==> src/rtl/sram_arb_pkg.sv <==
// Shared definitions for the SRAM port arbiter: FSM encoding, requester
// indices and the width of the optional grant statistics counters.
package sram_arb_pkg;

    typedef enum logic [1:0] {
        IDLE   = 2'd0,
        ACCESS = 2'd1,
        WAIT   = 2'd2,
        RESP   = 2'd3
    } arb_state_t;

    localparam logic REQ_M0 = 1'b0;
    localparam logic REQ_M1 = 1'b1;

    localparam int STAT_W = 16;

endpackage

==> src/rtl/sram_arb_rr.sv <==
// Combinational 2-way round-robin picker. A lone request always wins;
// with both requesting, the one that did not win last time is chosen.
module sram_arb_rr
    import sram_arb_pkg::*;
(
    input  logic [1:0] req,
    input  logic       last_gnt,
    output logic       gnt_valid,
    output logic       gnt_idx
);

    // Pick a winner from the current request vector and the previous grant.
    always_comb begin
        gnt_valid = |req;
        gnt_idx   = REQ_M0;
        if (req == 2'b11) begin
            gnt_idx = ~last_gnt;
        end else if (req[1]) begin
            gnt_idx = REQ_M1;
        end
    end

endmodule

==> src/rtl/sram_port_arbiter.sv <==
// Shares the RW port of the sky130 1rw1r 32x512 SRAM macro between two
// valid/ready requesters (m0 = CPU, m1 = host/DMA loader).
//
// Handshake: a requester raises valid with addr/wdata/wstrb stable and holds
// them until its ready pulses for one cycle; ready is the completion, and
// rdata is meaningful only while ready is high. Inputs are captured on the
// grant edge, so later changes are ignored until the response. A new request
// may be presented from the cycle after the ready pulse.
//
// One access takes four cycles: IDLE (grant) -> ACCESS (macro samples) ->
// WAIT (dout valid, captured) -> RESP (ready high). All macro controls are
// registered; no valid input reaches the sram_* outputs combinationally.
//
// Optional: define SRAM_ARB_STATS_EN to add stats_clr and per-requester
// saturating grant counters gnt_cnt0/gnt_cnt1.
module sram_port_arbiter
    import sram_arb_pkg::*;
#(
    parameter int ADDR_WIDTH = 9,
    parameter int DATA_WIDTH = 32,
    parameter int NUM_WMASKS = 4
) (
    input  logic                  clk,
    input  logic                  resetn,

    input  logic                  m0_valid,
    input  logic [ADDR_WIDTH-1:0] m0_addr,
    input  logic [DATA_WIDTH-1:0] m0_wdata,
    input  logic [NUM_WMASKS-1:0] m0_wstrb,
    output logic [DATA_WIDTH-1:0] m0_rdata,
    output logic                  m0_ready,

    input  logic                  m1_valid,
    input  logic [ADDR_WIDTH-1:0] m1_addr,
    input  logic [DATA_WIDTH-1:0] m1_wdata,
    input  logic [NUM_WMASKS-1:0] m1_wstrb,
    output logic [DATA_WIDTH-1:0] m1_rdata,
    output logic                  m1_ready,

    output logic                  sram_csb0,
    output logic                  sram_web0,
    output logic [NUM_WMASKS-1:0] sram_wmask0,
    output logic [ADDR_WIDTH-1:0] sram_addr0,
    output logic [DATA_WIDTH-1:0] sram_din0,
    input  logic [DATA_WIDTH-1:0] sram_dout0,

`ifdef SRAM_ARB_STATS_EN
    input  logic                  stats_clr,
    output logic [STAT_W-1:0]     gnt_cnt0,
    output logic [STAT_W-1:0]     gnt_cnt1,
`endif

    output logic [1:0]            state_dbg
);

    arb_state_t state;
    arb_state_t state_next;

    logic gnt;        // requester owning the current access
    logic last_gnt;   // requester of the last completed access
    logic req_write;  // current access is a write (rdata left untouched)

    logic pick_valid;
    logic pick_idx;

    logic [ADDR_WIDTH-1:0] sel_addr;
    logic [DATA_WIDTH-1:0] sel_wdata;
    logic [NUM_WMASKS-1:0] sel_wstrb;

    assign state_dbg = state;

    sram_arb_rr u_rr (
        .req       ({m1_valid, m0_valid}),
        .last_gnt  (last_gnt),
        .gnt_valid (pick_valid),
        .gnt_idx   (pick_idx)
    );

    // Route the winning requester's fields toward the grant registers.
    always_comb begin
        sel_addr  = m0_addr;
        sel_wdata = m0_wdata;
        sel_wstrb = m0_wstrb;
        if (pick_idx == REQ_M1) begin
            sel_addr  = m1_addr;
            sel_wdata = m1_wdata;
            sel_wstrb = m1_wstrb;
        end
    end

    // Next-state logic: only IDLE waits; every other state advances each cycle.
    always_comb begin
        state_next = state;
        case (state)
            IDLE:    if (pick_valid) state_next = ACCESS;
            ACCESS:  state_next = WAIT;
            WAIT:    state_next = RESP;
            RESP:    state_next = IDLE;
            default: state_next = IDLE;
        endcase
    end

    // State register.
    always_ff @(posedge clk or negedge resetn) begin
        if (!resetn) begin
            state <= IDLE;
        end else begin
            state <= state_next;
        end
    end

    // Macro control, grant bookkeeping, read capture and ready pulses.
    always_ff @(posedge clk or negedge resetn) begin
        if (!resetn) begin
            sram_csb0   <= 1'b1;
            sram_web0   <= 1'b1;
            sram_wmask0 <= '0;
            sram_addr0  <= '0;
            sram_din0   <= '0;
            gnt         <= REQ_M0;
            last_gnt    <= REQ_M1;
            req_write   <= 1'b0;
            m0_ready    <= 1'b0;
            m1_ready    <= 1'b0;
            m0_rdata    <= '0;
            m1_rdata    <= '0;
        end else begin
            m0_ready <= 1'b0;
            m1_ready <= 1'b0;
            case (state)
                IDLE: begin
                    if (pick_valid) begin
                        sram_csb0   <= 1'b0;
                        sram_addr0  <= sel_addr;
                        sram_din0   <= sel_wdata;
                        sram_web0   <= (sel_wstrb == '0);
                        sram_wmask0 <= sel_wstrb;
                        gnt         <= pick_idx;
                        req_write   <= (sel_wstrb != '0);
                    end
                end
                ACCESS: begin
                    sram_csb0   <= 1'b1;
                    sram_web0   <= 1'b1;
                    sram_wmask0 <= '0;
                end
                WAIT: begin
                    if (gnt == REQ_M0) begin
                        m0_ready <= 1'b1;
                        if (!req_write) m0_rdata <= sram_dout0;
                    end else begin
                        m1_ready <= 1'b1;
                        if (!req_write) m1_rdata <= sram_dout0;
                    end
                    last_gnt <= gnt;
                end
                default: begin
                end
            endcase
        end
    end

`ifdef SRAM_ARB_STATS_EN
    // Saturating per-requester grant counters; clear beats increment.
    always_ff @(posedge clk or negedge resetn) begin
        if (!resetn) begin
            gnt_cnt0 <= '0;
            gnt_cnt1 <= '0;
        end else if (stats_clr) begin
            gnt_cnt0 <= '0;
            gnt_cnt1 <= '0;
        end else if (state == RESP) begin
            if (gnt == REQ_M0 && gnt_cnt0 != {STAT_W{1'b1}}) gnt_cnt0 <= gnt_cnt0 + STAT_W'(1);
            if (gnt == REQ_M1 && gnt_cnt1 != {STAT_W{1'b1}}) gnt_cnt1 <= gnt_cnt1 + STAT_W'(1);
        end
    end
`endif

endmodule

==> config.mk <==
export PLATFORM = sky130hd
export DESIGN_NAME = sram_port_arbiter
export DESIGN_NICKNAME = d
export VERILOG_FILES = /design/src/rtl/sram_arb_pkg.sv /design/src/rtl/sram_arb_rr.sv /design/src/rtl/sram_port_arbiter.sv
export SDC_FILE = /design/constraint.sdc
export NUM_CORES = 1
export LEC_CHECK = 0
export BUFFER_PORTS_ARGS = -buffer_cell sky130_fd_sc_hd__buf_2
export CAP_MARGIN = 10
export CORE_MARGIN = 2
export CORE_UTILIZATION = 37
export CTS_CLUSTER_SIZE = 28
export DETAILED_ROUTE_END_ITERATION = 8
export PLACE_DENSITY = 0.68
export SYNTH_ARGS = -nofsm -noshare
export SYNTH_HDL_FRONTEND = slang
export SYNTH_SLANG_ARGS = --single-unit
==> constraint.sdc <==
create_clock -name clk -period 1.7 [get_ports clk]
set_clock_uncertainty 0.05 [all_clocks]
set_input_delay 0.085 -clock clk [delete_from_list [all_inputs] [get_ports clk]]
set_output_delay 0.085 -clock clk [all_outputs]
set_load 0.1 [all_outputs]
==> results by group, run 1 <==
Final layout
  • Area of the multi-input gates: 2080 um2
  • Final #Nets: 881
  • Layout cells sized above 1: 49.3%
  • # diodes: 0
  • Area Growth Syn to Fin: 65.5%
  • Most frequent cells in the layout: 239 x buf_2, 123 x dlygate4sd3_1, 113 x dfrtp_1
  • Post-layout util: 62.2%
  • Fillcell total: 992
  • FF/Latch Area: 2960 um2
  • Commonest non-fill, non-tap cell in the layout: buf_2

Floorplan
  • FP Rows: 43
  • Die H: 123 um
  • DIE WIDTH: 123 um
  • Num ports: 241
  • Initial Utilization: 37.6%
  • CORE AREA: 13,800 um2
  • Die footprint: 15,000 um2

Global routing
  • GRT Total Usage: 21.3%
  • Vias in the first global route: 4,775
  • Largest net degree at the start of global routing: 71
  • GRT overflow: 0
  • First-pass GRT wire length: 24,600 um
  • Antenna violations before repair: 0

STA
  • Least-Margin Pin Slew: 0.521 ns
  • Final Slew Violations: 0
  • Endpoints failing setup: 32
  • Final worst-path cycle share: 104%
  • Final hold violations: 0
  • Post-layout min period: 1.77 ns
  • Setup slack after layout: -0.0662 ns
  • Headroom to the max-slew limit: 65.5%
  • Fmax: 0.566 GHz
  • RSZ-0062 raised after global routing: yes

CTS
  • CTS root buffer: clkbuf_16
  • Longest Clk Path Bufs: 2
  • H-tree depth: 4
  • Worst-skew pair later-pin latency: 0.40 ns
  • TritonCTS Sinks: 118
  • Cts bufs inserted: 17
  • CTS tree: built
  • Clk pin slew, worst setup/hold paths: 0.05 ns

Drt
  • WL final: 16,200 um
  • DR WL met2: 7730 um
  • Metal3 WL: 1330 um
  • Post-Route M1 WL: 6790 um
  • Initial detailed-routing violation count: 197
  • Highest routed layer: met4
  • Routed Antenna Nets: 0
  • Via count: 4,472
  • DRC Markers: 0
  • DRT Pass-1 Iters: 4
  • Drt wl/cell: 17.2 um
  • Vias per cell: 4.74

Worst setup path
  • Worst setup EP type: flop
  • WP data arrival: 2.00 ns
  • Critical Path RT: 1.94 ns
  • Crit Path Max Fanout: 7
  • CP Class: reg2reg
  • Critical Path Start Type: flop

Logic synthesis
  • Count of unique library cells instantiated by Yosys: 28
  • Post-Syn Nets: 496
  • Yosys warns: 0
  • Synth Instances: 366
  • Yosys reg bits: 118
  • Synthesized area: 5200 um2
  • Sequential area share after synthesis: 56.9%
  • Syn avg cell area: 14.2 um2

Worst hold path
  • Worst hold path type: in2reg

Placement
  • Port bufs: 240
  • GPL Wtd Cong: 0.768
  • HPWL reported at the end of detailed placement: 9280 um

Flow run
  • Max Cap Viol: 0

Outcome
  • Status: finished, violations left
  • Failing checks: setup timing
==> flip-flops by register name, indices dropped and copies added, names as in the netlist, 2 cells and up <==
register / flops
m0_rdata: 32
sram_wmask0: 4
sram_addr0: 9
sram_din0: 32
m1_rdata: 32
state_dbg: 2
==> Yosys cell counts, drive strengths merged <==
master     n  area share, %
nor2       2           0.14
o2bb2ai    4           0.67
buf       18            4.0
a21boi     1           0.22
a21oi      1          0.096
or2        1           0.12
clkbuf     4           0.29
nor4       2           0.24
nand2b     1           0.12
and2       1           0.17
nand2     43            3.1
nor2b      2           0.43
mux2      66             19
a22o       1           0.17
ha         4           0.96
or3b       1           0.17
dfstp      3            1.5
a2bb2oi    1           0.17
o21ai     47            4.5
inv        3           0.22
dfrtp    115             55
mux2i     45            8.7
==> cells by family after synthesis <==
group	count (synthesis)	share of synthesized area, %
DFF	118	56.9
muxes	111	27.3
AOI/OAI and AO/OA	55	5.85
and+or+nand+nor	53	4.50
buffers and inverters	25	4.52
adders and majority gates	4	0.963
==> routing by layer <==
layer,vias up,global-route usage [%]
met2,238,33.6
met5,-,0
met1,2157,26.3
met4,0,8.55
met3,30,8.13
li1,2047,-
==> final timing paths <==
kind	from	end	slack, ns	cells past startpoint
worst max-delay path	state_dbg[0]	m0_rdata[18]	-0.07	7
worst min-delay path	m1_valid	state_dbg[0]	0.05	3
worst max register to register	state_dbg[0]	m0_rdata[18]	-0.07	7
worst min register to register	sram_web0	sram_web0	0.42	2
max in group asynchronous	resetn	sram_din0[27]	0.75	3
min in group asynchronous	resetn	m0_rdata[10]	0.13	2
==> cell type report <==
| cell class | count | share of cell area, % |
|---|---|---|
| sequential | 118 | 34.4 |
| tap | 180 | 2.62 |
| timing repair buffer | 388 | 32.0 |
| clock buffer | 23 | 5.44 |
| clock inverter | 9 | 1.21 |
| multi-input combinational | 223 | 24.1 |
| inverter | 3 | 0.160 |
==> worst max-delay path, stage by stage (launching register included) <==
cell and delay (ns):
dfrtp_4 0.48, inv_4 0.07, ha_4 0.12, nor2b_4 0.14
nor2b_4 0.17, buf_12 0.14, clkbuf_16 0.16, mux2_4 0.31
==> metrics by stage <==
step	hold WS (ns)	setup slack [ns]	TNS [ns]	instances	area (um2)
after global routing	0.0424	-0.114	-3.06	944	8610
after global placement	-0.00920	-0.0201	-0.451	782	6670
final	0.0486	-0.0662	-1.36	944	8610
after detailed placement	-0.00135	-0.0944	-2.27	782	6670
after CTS	0.0524	-0.103	-2.47	937	8490
after floorplan	-0.261	-0.174	-9.53	366	5240
==> what timing repair did <==
item / in CTS / in global routing
hold buffers: 123 / 0
pin swaps: 0 / 1
cloned: 0 / 3
hold endpoints to repair: 170 / 0
resized for setup: 3 / 3
setup buffers: 0 / 4
setup endpoints to repair: 35 / 33
Power of run 1 is left out: the tool's default activity adds up to more than one toggle a clock period on the data nets, which glitch-free logic cannot reach.
==> run 2: changes to the inputs <==
- ABC_AREA: unset -> 1
- PLACE_DENSITY: 0.68 -> 0.69
==> results by group, run 2 <==
STA
  • Worst hold margin: 0.0169 ns
  • Final hold violations: 0
  • Post-layout min period: 1.71 ns
  • Fmax: 0.586 GHz
  • Endpoints failing setup: 1
  • RSZ-0062 raised after global routing: yes
  • Final worst-path cycle share: 100%
  • Least-Margin Pin Slew: 0.521 ns
  • Final Slew Violations: 0
  • Headroom to the max-slew limit: 64.9%
  • Setup slack after layout: -0.00508 ns

Floorplan
  • Die H: 118 um
  • CORE AREA: 12,700 um2
  • DIE WIDTH: 118 um
  • Num ports: 241
  • Die footprint: 14,000 um2
  • FP Rows: 41
  • Initial Utilization: 38.1%

Worst setup path
  • R2R depth: 7
  • RR Endpoint: sram_din0[31]
  • Reg2reg setup slack: -0.005 ns
  • CP Class: reg2reg
  • WP data arrival: 1.97 ns
  • RR Startpoint: state_dbg[1]
  • Worst setup EP type: flop
  • Critical Path RT: 1.96 ns
  • Crit Path Max Fanout: 42
  • Critical Path Start Type: flop

Drt
  • DRT Pass-1 Iters: 5
  • DR WL met2: 7960 um
  • Post-Route M1 WL: 6790 um
  • Initial detailed-routing violation count: 345
  • Vias per cell: 4.84
  • Highest routed layer: met4
  • Drt wl/cell: 15.2 um
  • Routed Antenna Nets: 0
  • Metal3 WL: 1270 um
  • WL final: 16,500 um
  • Via count: 5,258
  • DRC Markers: 0

CTS
  • Longest Clk Path Bufs: 2
  • TritonCTS Sinks: 118
  • # Post-CTS Setup Buffers: 0
  • Worst-skew pair later-pin latency: 0.41 ns
  • CTS root buffer: clkbuf_16
  • Cts bufs inserted: 17
  • Clk pin slew, worst setup/hold paths: 0.05 ns
  • CTS tree: built
  • H-tree depth: 4

Logic synthesis
  • Synth Instances: 538
  • Post-synth top area cell: dfrtp_1
  • Sequential area share after synthesis: 61.2%
  • Count of unique library cells instantiated by Yosys: 19
  • Syn avg cell area: 8.98 um2
  • Post-synth top cells: 126 x nand2_1, 115 x dfrtp_1, 112 x o21ai_0
  • Top area cells in the synthesized netlist: dfrtp_1 60%, o21ai_0 12%, nand2_1 9.8%, o21ai_1 4.6%, inv_1 3.6%
  • Ys flop type: dfrtp_1
  • Yosys warns: 0
  • Asr flop ratio synth: 100%
  • Synth top area share: 59.6%
  • Synthesized area: 4830 um2
  • Most frequent cell after synthesis: nand2_1
  • Yosys reg bits: 118
  • Post-Syn Nets: 668
  • EDFF count, synth: 0

Outcome
  • Failing checks: setup timing
  • Status: finished, violations left

Worst hold path
  • Hold path depth: 5
  • Hold Crit Endpoint: sram_wmask0[0]
  • Worst hold path type: in2reg
  • Beginning of the worst hold path: m1_wstrb[0]

Global routing
  • GRT Total Usage: 23.5%
  • GRT overflow: 0
  • Antenna violations before repair: 0
  • First-pass GRT wire length: 26,200 um
  • Vias in the first global route: 5,332
  • Largest net degree at the start of global routing: 65

Placement
  • Pre-CTS WS: 0.0548 ns
  • HPWL reported at the end of detailed placement: 9560 um
  • Placed Cells: 932
  • GPL Wtd Cong: 0.803
  • Port bufs: 240

Final layout
  • Area Growth Syn to Fin: 68.9%
  • Most frequent cells in the layout: 239 x buf_2, 126 x nand2_1, 121 x dlygate4sd3_1
  • Post-layout util: 64.4%
  • Top Registers: m0_rdata x32, m1_rdata x32, sram_din0 x32
  • # diodes: 0
  • Commonest non-fill, non-tap cell in the layout: buf_2
  • Non-Filler Instances: 1,087
  • Layout cells sized above 1: 32.3%
  • Final #Nets: 1,032
  • Fillcell total: 978

Flow run
  • Max Cap Viol: 0
run 2: changes by cell type in the layout (fill, tap and decap cells not counted), moves of 4 or more:
cell,delta
mux2_4,-60
nand3_1,+4
o21ai_0,+94
nand2_2,+4
nand2_1,+83
o21ai_1,+17
buf_4,-7
mux2i_1,-45
inv_1,+43
nor2_1,+43
mux2_2,-6
run 2: cells by family after synthesis:
family | synth area share [%]
adder cells (fa/ha/maj) | 1.04
buffers and inverters | 6.76
AO/OA/AOI/OAI | 16.4
AND/OR/NAND/NOR | 14.6
flip-flops | 61.2
run 2: what timing repair did:
action                                  CTS  global route
hold buffers                            121             0
endpoints found under the hold margin   227             0
endpoints found under the setup margin    0            63
resized for setup                         0            11
run 2: layout make-up:
type / instances / area (um2) / area share, %
flip-flops and latches: 118 / 2960 / 36.3
repair buffers: 375 / 2600 / 31.9
multi-input cells: 344 / 1570 / 19.2
clock buffers: 24 / 492 / 6.03
well taps: 172 / 215 / 2.64
inverters: 46 / 173 / 2.12
clock inverters: 8 / 146 / 1.79
run 2: per-layer routing:
| metal | global-route usage [%] | up-vias |
|---|---|---|
| met5 | 0 | - |
| met4 | 9.94 | 0 |
| met1 | 28.4 | 2477 |
| met2 | 39.6 | 287 |
| li1 | - | 2457 |
| met3 | 6.18 | 37 |
run 2: how the worst max path moves through the flow:
stage,startpoint,end,slack (ns),cells after the start
3_5_place_dp,state_dbg[1],sram_addr0[2],0.05,7
4_1_cts,state_dbg[0],m0_rdata[0],0.06,7
6_report,state_dbg[1],sram_din0[31],-0.005,7
3_3_place_gp,state_dbg[1],sram_wmask0[0],0.12,5
5_1_grt,state_dbg[1],sram_wmask0[0],-0.11,5
2_1_floorplan,state_dbg[0],m0_rdata[0],0.005,8
run 2: worst max-delay path, cell delays in order, from the launching register on:
cell and delay [ns]:
dfrtp_4 0.47, inv_1 0.12, ha_1 0.24, o21ai_4 0.10
inv_1 0.10, buf_12 0.19, o21ai_0 0.11, o21ai_0 0.20
run 2: metrics by stage:
| stage | area (um2) | setup TNS (ns) |
|---|---|---|
| after detailed placement | 6260 | 0 |
| after global routing | 8160 | -2.53 |
| final | 8160 | -0.00508 |
| after global placement | 6260 | 0 |
| after CTS | 8110 | 0 |
| after floorplan | 4850 | 0 |
Power of run 2 is left out for the same reason.
